$ cat src/rtl/seg7_scan_ctrl.sv
// seg7_scan_ctrl
//   Time-multiplexed scan controller for NDIG common-anode 7-segment digits
//   sharing one registered BCD-to-7-segment decoder. Each digit slot is BLANK
//   cycles dark (decoder settles on the next digit's value) followed by DWELL
//   cycles lit. New frames are accepted through a one-entry pending buffer
//   and become active only at the frame boundary.
//
// Ports
//   clock       system clock, all state updates on posedge
//   reset_n     asynchronous active-low reset
//   wr_valid    new frame offered on wr_data
//   wr_ready    pending buffer empty, a frame can be accepted
//   wr_data     NDIG BCD digits, digit k at [4k+3:4k]
//   lz_en       leading-zero suppression enable
//   dec_val     BCD value for the shared decoder (digit currently scanned)
//   digit_en    active-low one-hot digit enable
//   frame_done  one-cycle pulse on the last cycle of each frame
module seg7_scan_ctrl #(
  parameter int NDIG  = 4,
  parameter int DWELL = 1000,
  parameter int BLANK = 2
) (
  input  logic              clock,
  input  logic              reset_n,
  input  logic              wr_valid,
  output logic              wr_ready,
  input  logic [4*NDIG-1:0] wr_data,
  input  logic              lz_en,
  output logic [3:0]        dec_val,
  output logic [NDIG-1:0]   digit_en,
  output logic              frame_done
);

  localparam int CMAX = (BLANK > DWELL) ? BLANK : DWELL;
  localparam int CW   = (CMAX > 1) ? $clog2(CMAX) : 1;
  localparam int IW   = $clog2(NDIG);
  localparam int FW   = 4 * NDIG;

  localparam logic [CW-1:0] BLANK_LAST = CW'(BLANK - 1);
  localparam logic [CW-1:0] DWELL_LAST = CW'(DWELL - 1);
  localparam logic [IW-1:0] IDX_LAST   = IW'(NDIG - 1);

  typedef enum logic {
    ST_BLANK = 1'b0,
    ST_SHOW  = 1'b1
  } state_t;

  state_t          state_r, state_s;
  logic [IW-1:0]   idx_r, idx_s;
  logic [CW-1:0]   cnt_r, cnt_s;
  logic [FW-1:0]   active_r, active_s;
  logic [FW-1:0]   pending_r, pending_s;
  logic            pend_full_r, pend_full_s;
  logic            boundary_s;
  logic [NDIG-1:0] digit_en_s;
  logic            frame_done_s;

  // Select BCD digit k of a frame.
  function automatic logic [3:0] nibble(input logic [FW-1:0] frame,
                                        input logic [IW-1:0] k);
    return frame[{k, 2'b00} +: 4];
  endfunction

  // Digit k is dark when suppression is on, k is not the units digit and
  // digit k and everything above it are zero.
  function automatic logic lz_blank(input logic [FW-1:0] frame,
                                    input logic [IW-1:0] k,
                                    input logic          lz);
    logic nonzero;
    nonzero = 1'b0;
    for (int j = 0; j < NDIG; j++) begin
      if ((j >= int'(k)) && (frame[4*j +: 4] != 4'd0)) begin
        nonzero = 1'b1;
      end else begin
        nonzero = nonzero;
      end
    end
    return lz && (k != IW'(0)) && !nonzero;
  endfunction

  // Next scan position, frame buffers and next-cycle output values.
  always_comb begin
    state_s     = state_r;
    idx_s       = idx_r;
    cnt_s       = cnt_r;
    active_s    = active_r;
    pending_s   = pending_r;
    pend_full_s = pend_full_r;
    boundary_s  = 1'b0;

    case (state_r)
      ST_BLANK: begin
        if (cnt_r == BLANK_LAST) begin
          state_s = ST_SHOW;
          cnt_s   = {CW{1'b0}};
        end else begin
          cnt_s = cnt_r + CW'(1);
        end
      end
      ST_SHOW: begin
        if (cnt_r == DWELL_LAST) begin
          state_s = ST_BLANK;
          cnt_s   = {CW{1'b0}};
          if (idx_r == IDX_LAST) begin
            idx_s      = {IW{1'b0}};
            boundary_s = 1'b1;
          end else begin
            idx_s = idx_r + IW'(1);
          end
        end else begin
          cnt_s = cnt_r + CW'(1);
        end
      end
      default: begin
        state_s = ST_BLANK;
        idx_s   = {IW{1'b0}};
        cnt_s   = {CW{1'b0}};
      end
    endcase

    // Pending frame is promoted only at the boundary; a write landing on the
    // boundary with an empty buffer therefore waits a full frame.
    if (boundary_s && pend_full_r) begin
      active_s    = pending_r;
      pend_full_s = 1'b0;
    end else begin
      active_s = active_r;
    end

    if (wr_valid && !pend_full_r) begin
      pending_s   = wr_data;
      pend_full_s = 1'b1;
    end else begin
      pending_s = pending_r;
    end

    // Outputs are registered from next-state values so they line up with
    // the state they describe.
    digit_en_s = {NDIG{1'b1}};
    if ((state_s == ST_SHOW) && !lz_blank(active_s, idx_s, lz_en)) begin
      digit_en_s[idx_s] = 1'b0;
    end else begin
      digit_en_s = {NDIG{1'b1}};
    end

    frame_done_s = (state_s == ST_SHOW) && (cnt_s == DWELL_LAST) &&
                   (idx_s == IDX_LAST);
  end

  // Scan FSM, frame buffers and registered outputs.
  always_ff @(posedge clock or negedge reset_n) begin
    if (!reset_n) begin
      state_r     <= ST_BLANK;
      idx_r       <= {IW{1'b0}};
      cnt_r       <= {CW{1'b0}};
      active_r    <= {FW{1'b0}};
      pending_r   <= {FW{1'b0}};
      pend_full_r <= 1'b0;
      wr_ready    <= 1'b1;
      dec_val     <= 4'd0;
      digit_en    <= {NDIG{1'b1}};
      frame_done  <= 1'b0;
    end else begin
      state_r     <= state_s;
      idx_r       <= idx_s;
      cnt_r       <= cnt_s;
      active_r    <= active_s;
      pending_r   <= pending_s;
      pend_full_r <= pend_full_s;
      wr_ready    <= !pend_full_s;
      dec_val     <= nibble(active_s, idx_s);
      digit_en    <= digit_en_s;
      frame_done  <= frame_done_s;
    end
  end

endmodule

$ cat config.mk
export PLATFORM = sky130hd
export DESIGN_NAME = seg7_scan_ctrl
export DESIGN_NICKNAME = d
export VERILOG_FILES = /design/src/rtl/seg7_scan_ctrl.sv
export SDC_FILE = /design/constraint.sdc
export NUM_CORES = 1
export LEC_CHECK = 0
export ABC_AREA = 1
export CORE_ASPECT_RATIO = 1.4
export CORE_MARGIN = 2
export CORE_UTILIZATION = 50
export CTS_CLUSTER_SIZE = 10
export DETAILED_ROUTE_END_ITERATION = 6
export PLACE_DENSITY = 0.78
export SETUP_SLACK_MARGIN = 0.3
export SYNTH_ARGS = -nofsm -noshare
export SYNTH_HDL_FRONTEND = slang
export SYNTH_SLANG_ARGS = --single-unit
$ cat constraint.sdc
create_clock -name clock -period 1.95 [get_ports clock]
set_input_delay 0.4875 -clock clock [delete_from_list [all_inputs] [get_ports clock]]
set_output_delay 0.4875 -clock clock [all_outputs]
set_load 0.005 [all_outputs]
==> impl_metrics.sql <==
INSERT INTO impl_metrics (metric_group, metric, value, unit) VALUES
('outcome', 'status', 'completed', ''),
('final_layout', 'post_layout_instance_count_excluding_filler_cells', '388', ''),
('logic_synthesis', 'synth_seq_cells', '56', ''),
('cts', 'cts_root_buffer', 'clkbuf_8', ''),
('logic_synthesis', 'syn-num-nets', '291', ''),
('floorplanning', 'core_region_area', '4880', 'µm²'),
('pwr', 'static-leakage-power', '1.70', 'nW'),
('timing', 'final_max_slew_violation_count', '0', ''),
('worst_setup_path', 'cp.required', '2.14', 'ns'),
('detailed_routing', 'detailroute.via_count', '2026', ''),
('final_layout', 'final_layout_size_suffix_gt1_share', '34.3', '%'),
('final_layout', 'area_growth', '33.2', '%'),
('worst_setup_path', 'startpoint', 'cnt_r[1]', ''),
('timing', 'finalCritPeriodShare', '93.8', '%'),
('place', 'place.port_buffers', '29', ''),
('job', 'drv.max_cap_violation_count', '0', ''),
('floorplanning', 'die_height', '88.4', 'µm'),
('cts', 'clkSinkCount', '56', ''),
('logic_synthesis', 'postSynthCellCount', '268', ''),
('cts', 'ctsLongestPathBuffers', '2', ''),
('place', 'detailed_place_hpwl', '3730', 'µm'),
('logic_synthesis', 'synthDistinctLibCells', '31', ''),
('place', 'gp_routability_congestion', '0.927', ''),
('global_routing', 'track_usage', '20.5', '%'),
('cts', 'inserted_clock_buffers', '5', ''),
('floorplanning', 'start_util', '52.2', '%'),
('detailed_routing', 'detail_route.wirelength', '5550', 'µm'),
('pwr', 'power_density', '583', 'nW/µm²'),
('worst_setup_path', 'setup.reg_to_reg.worst_slack', '0.12', 'ns'),
('detailed_routing', 'antenna_violating_nets_post_route', '0', ''),
('place', 'post-place-cells', '366', ''),
('timing', 'rsz0062_at_grt', 'true', ''),
('timing', 'max_clock_freq', '0.547', 'GHz'),
('detailed_routing', 'drt_iter0_markers', '91', ''),
('worst_setup_path', 'crit-reg2reg-capture', 'dec_val[2]', ''),
('logic_synthesis', 'post_synth_instance_area', '2540', 'µm²'),
('final_layout', 'area_used_by_multi_input_combinational_logic', '1180', 'µm²'),
('final_layout', 'nets_final', '346', ''),
('final_layout', 'register_area', '1410', 'µm²'),
('cts', 'tritoncts_clock_tree', 'yes', ''),
('global_routing', 'grt_max_degree', '57', ''),
('timing', 'max-slew-margin-rel', '76.4', '%'),
('floorplanning', 'die_area', '5680', 'µm²'),
('pwr', 'worst_ir_drop_vdd', '0.509', 'mV'),
('timing', 'tightest_slew', '0.351', 'ns'),
('timing', 'setup_total_negative_slack', '0', 'ns'),
('pwr', 'overall_power', '1.98', 'mW'),
('worst_hold_path', 'timing.hold.worst.class', 'primary input to async pin', ''),
('floorplanning', 'ioPinCount', '30', ''),
('cts', 'post_cts_hold_buffer_count', '0', ''),
('global_routing', 'antenna_found_initial', '0', ''),
('floorplanning', 'row_count', '30', ''),
('global_routing', 'grt_first_pass_wirelength', '8860', 'µm'),
('final_layout', 'final.fill_count', '383', ''),
('worst_setup_path', 'path_max_fanout', '5', ''),
('floorplanning', 'fp.dieW', '64.3', 'µm'),
('cts', 'worst_skew_pair_later_pin_latency', '0.31', 'ns'),
('worst_setup_path', 'worst_path_class_setup', 'register to register', ''),
('cts', 'htree_num_levels', '2', ''),
('worst_setup_path', 'critical_path.endpoint', 'dec_val[2]', ''),
('worst_setup_path', 'timing.rr.start', 'cnt_r[1]', ''),
('cts', 'clkTransAtPathRegs', '0.09', 'ns'),
('global_routing', 'gr-total-overflow', '0', ''),
('timing', 'timing.clock.skew', '0.00495', 'ns'),
('worst_setup_path', 'reg2reg_depth', '11', ''),
('logic_synthesis', 'syn-mean-instance-area', '9.50', 'µm²'),
('logic_synthesis', 'share_of_the_yosys_chip_area_belonging_to_registers', '55.3', '%'),
('final_layout', 'insertedDiodeCount', '0', ''),
('detailed_routing', 'wl_per_cell', '14.3', 'µm'),
('timing', 'setup_violations', '0', ''),
('worst_setup_path', 'startpoint_class', 'register', ''),
('worst_setup_path', 'worstPathArrival', '2.02', 'ns'),
('global_routing', 'via_count_of_the_first_global_routing_pass', '2005', ''),
('worst_setup_path', 'worstSetupEndpointType', 'register', ''),
('timing', 'final-hold-violation-count', '0', ''),
('timing', 'finalWorstPathRequiredPeriod', '1.83', 'ns'),
('detailed_routing', 'drc', '0', ''),
('logic_synthesis', 'yosys_warnings', '0', ''),
('detailed_routing', 'detail_route.vias_per_cell', '5.22', ''),
('detailed_routing', 'firstDrtPassIters', '4', '');
==> cell usage after synthesis <==
library cell,n,area (µm²)
a21oi_1,2,10.0
a22oi_1,4,30.0
buf_2,2,10.0
buf_4,2,15.0
clkbuf_1,1,3.75
clkinv_1,1,3.75
dfrtp_1,51,1280
dfstp_2,5,131
ha_1,3,37.5
inv_1,22,82.6
inv_2,6,22.5
inv_4,1,6.26
mux2_2,14,158
nand2_1,64,240
nand2_2,4,25.0
nand2_4,1,11.3
nand3_1,14,70.1
nand3_2,2,20.0
nand4_1,13,81.3
nor2_1,25,93.8
nor2_2,4,25.0
nor2_4,2,22.5
nor2_8,1,20.0
nor3_1,7,35.0
nor4_1,1,6.26
o21ai_0,8,40.0
o21ai_1,1,5.00
o21ai_4,1,16.3
o21bai_1,1,7.51
or2_2,2,12.5
xor2_1,3,26.3
==> worst min path at each step <==
stage                      from           to  slack (ns)  cells after the start
finish                  reset_n     cnt_r[2]        0.16                      2
global route            reset_n     cnt_r[2]        0.18                      2
CTS                     reset_n     cnt_r[3]        0.17                      2
detailed placement  active_r[7]  active_r[7]        0.47                      2
global placement    active_r[7]  active_r[7]        0.47                      2
floorplan               reset_n  active_r[0]        0.19                      0
==> power breakdown <==
group	switching (mW)	leakage [nW]	internal, mW
clock network	0.362	0.0484	0.292
logic	0.0401	0.951	0.0630
registers	0.0196	0.702	1.20
==> cell type report <==
type / count / share of cell area (%)
sequential: 56 / 41.5
multi-input combinational: 177 / 34.8
timing repair buffer: 53 / 15.0
inverter: 30 / 3.54
clock buffer: 7 / 2.55
tap: 64 / 2.36
clock inverter: 1 / 0.258
==> logic make-up after synthesis <==
logic type               count (synthesis)  share of synthesized area (%)
AO/OA/AOI/OAI                           17                           4.28
AND/OR/NAND/NOR                        140                           26.1
XOR/XNOR                                 3                           1.03
flip-flops                              56                           55.3
buffers and inverters                   35                           5.65
adder cells (fa/ha/maj)                  3                           1.48
multiplexers                            14                           6.19
==> metal layers <==
| metal | part of all wire [%] | up-vias | track usage (%) |
|---|---|---|---|
| met5 | 0 | - | 0 |
| met4 | 3.0 | 0 | 9.67 |
| met3 | 3.4 | 18 | 4.20 |
| met2 | 54 | 46 | 36.9 |
| met1 | 39 | 988 | 23.3 |
| li1 | - | 974 | - |
==> registers in the layout, summed over array words and instances (netlist names) <==
name	cells
active_r	16
cnt_r	10
dec_val	4
digit_en	4
frame_done	1
idx_r	2
pend_full_r	1
pending_r	16
state_r	1
wr_ready	1
==> placed cells by master, fill, tap and decap left out, drive strengths merged <==
master / instances
clkinv: 2
o21bai: 1
nand2: 69
nor4: 1
nor2: 32
dfstp: 5
a22oi: 4
xor2: 3
dfrtp: 51
nand3: 16
clkdlybuf4s50: 18
a21oi: 2
dlygate4sd2: 7
or2: 2
mux2: 14
buf: 25
nand4: 13
clkbuf: 7
dlymetal6s2s: 3
nor3: 7
ha: 3
o21ai: 10
inv: 29
==> stage by stage <==
step                worst slack (ns)  hold WS (ns)  area, µm²  util, %
finish                         0.121         0.162       3390     69.5
global route                 -0.0349         0.181       3390     69.5
CTS                            0.137         0.170       3190     65.3
detailed placement             0.106         0.474       2990     61.4
global placement               0.153         0.474       2990     61.4
floorplan                      0.195         0.192       2560        -
==> critical path: stages, from the launching register on <==
cell and delay, ns:
dfrtp_1 0.40, ha_4 0.17, nand2_4 0.07, inv_2 0.07
nand2_2 0.05, nor2_4 0.14, nand2_4 0.10, o21ai_4 0.22
buf_6 0.15, nor2_4 0.05, a22oi_2 0.18, nand3_1 0.10
==> repair_timing <==
item / 4_1_cts / 5_1_grt
hold endpoints to repair: 0 / 0
endpoints found under the setup margin: 16 / 19
buffers inserted: 9 / 4
resized for setup: 18 / 43
pin swaps: 5 / 15
gates cloned: 0 / 1
Power figures use the tool's default switching activity.
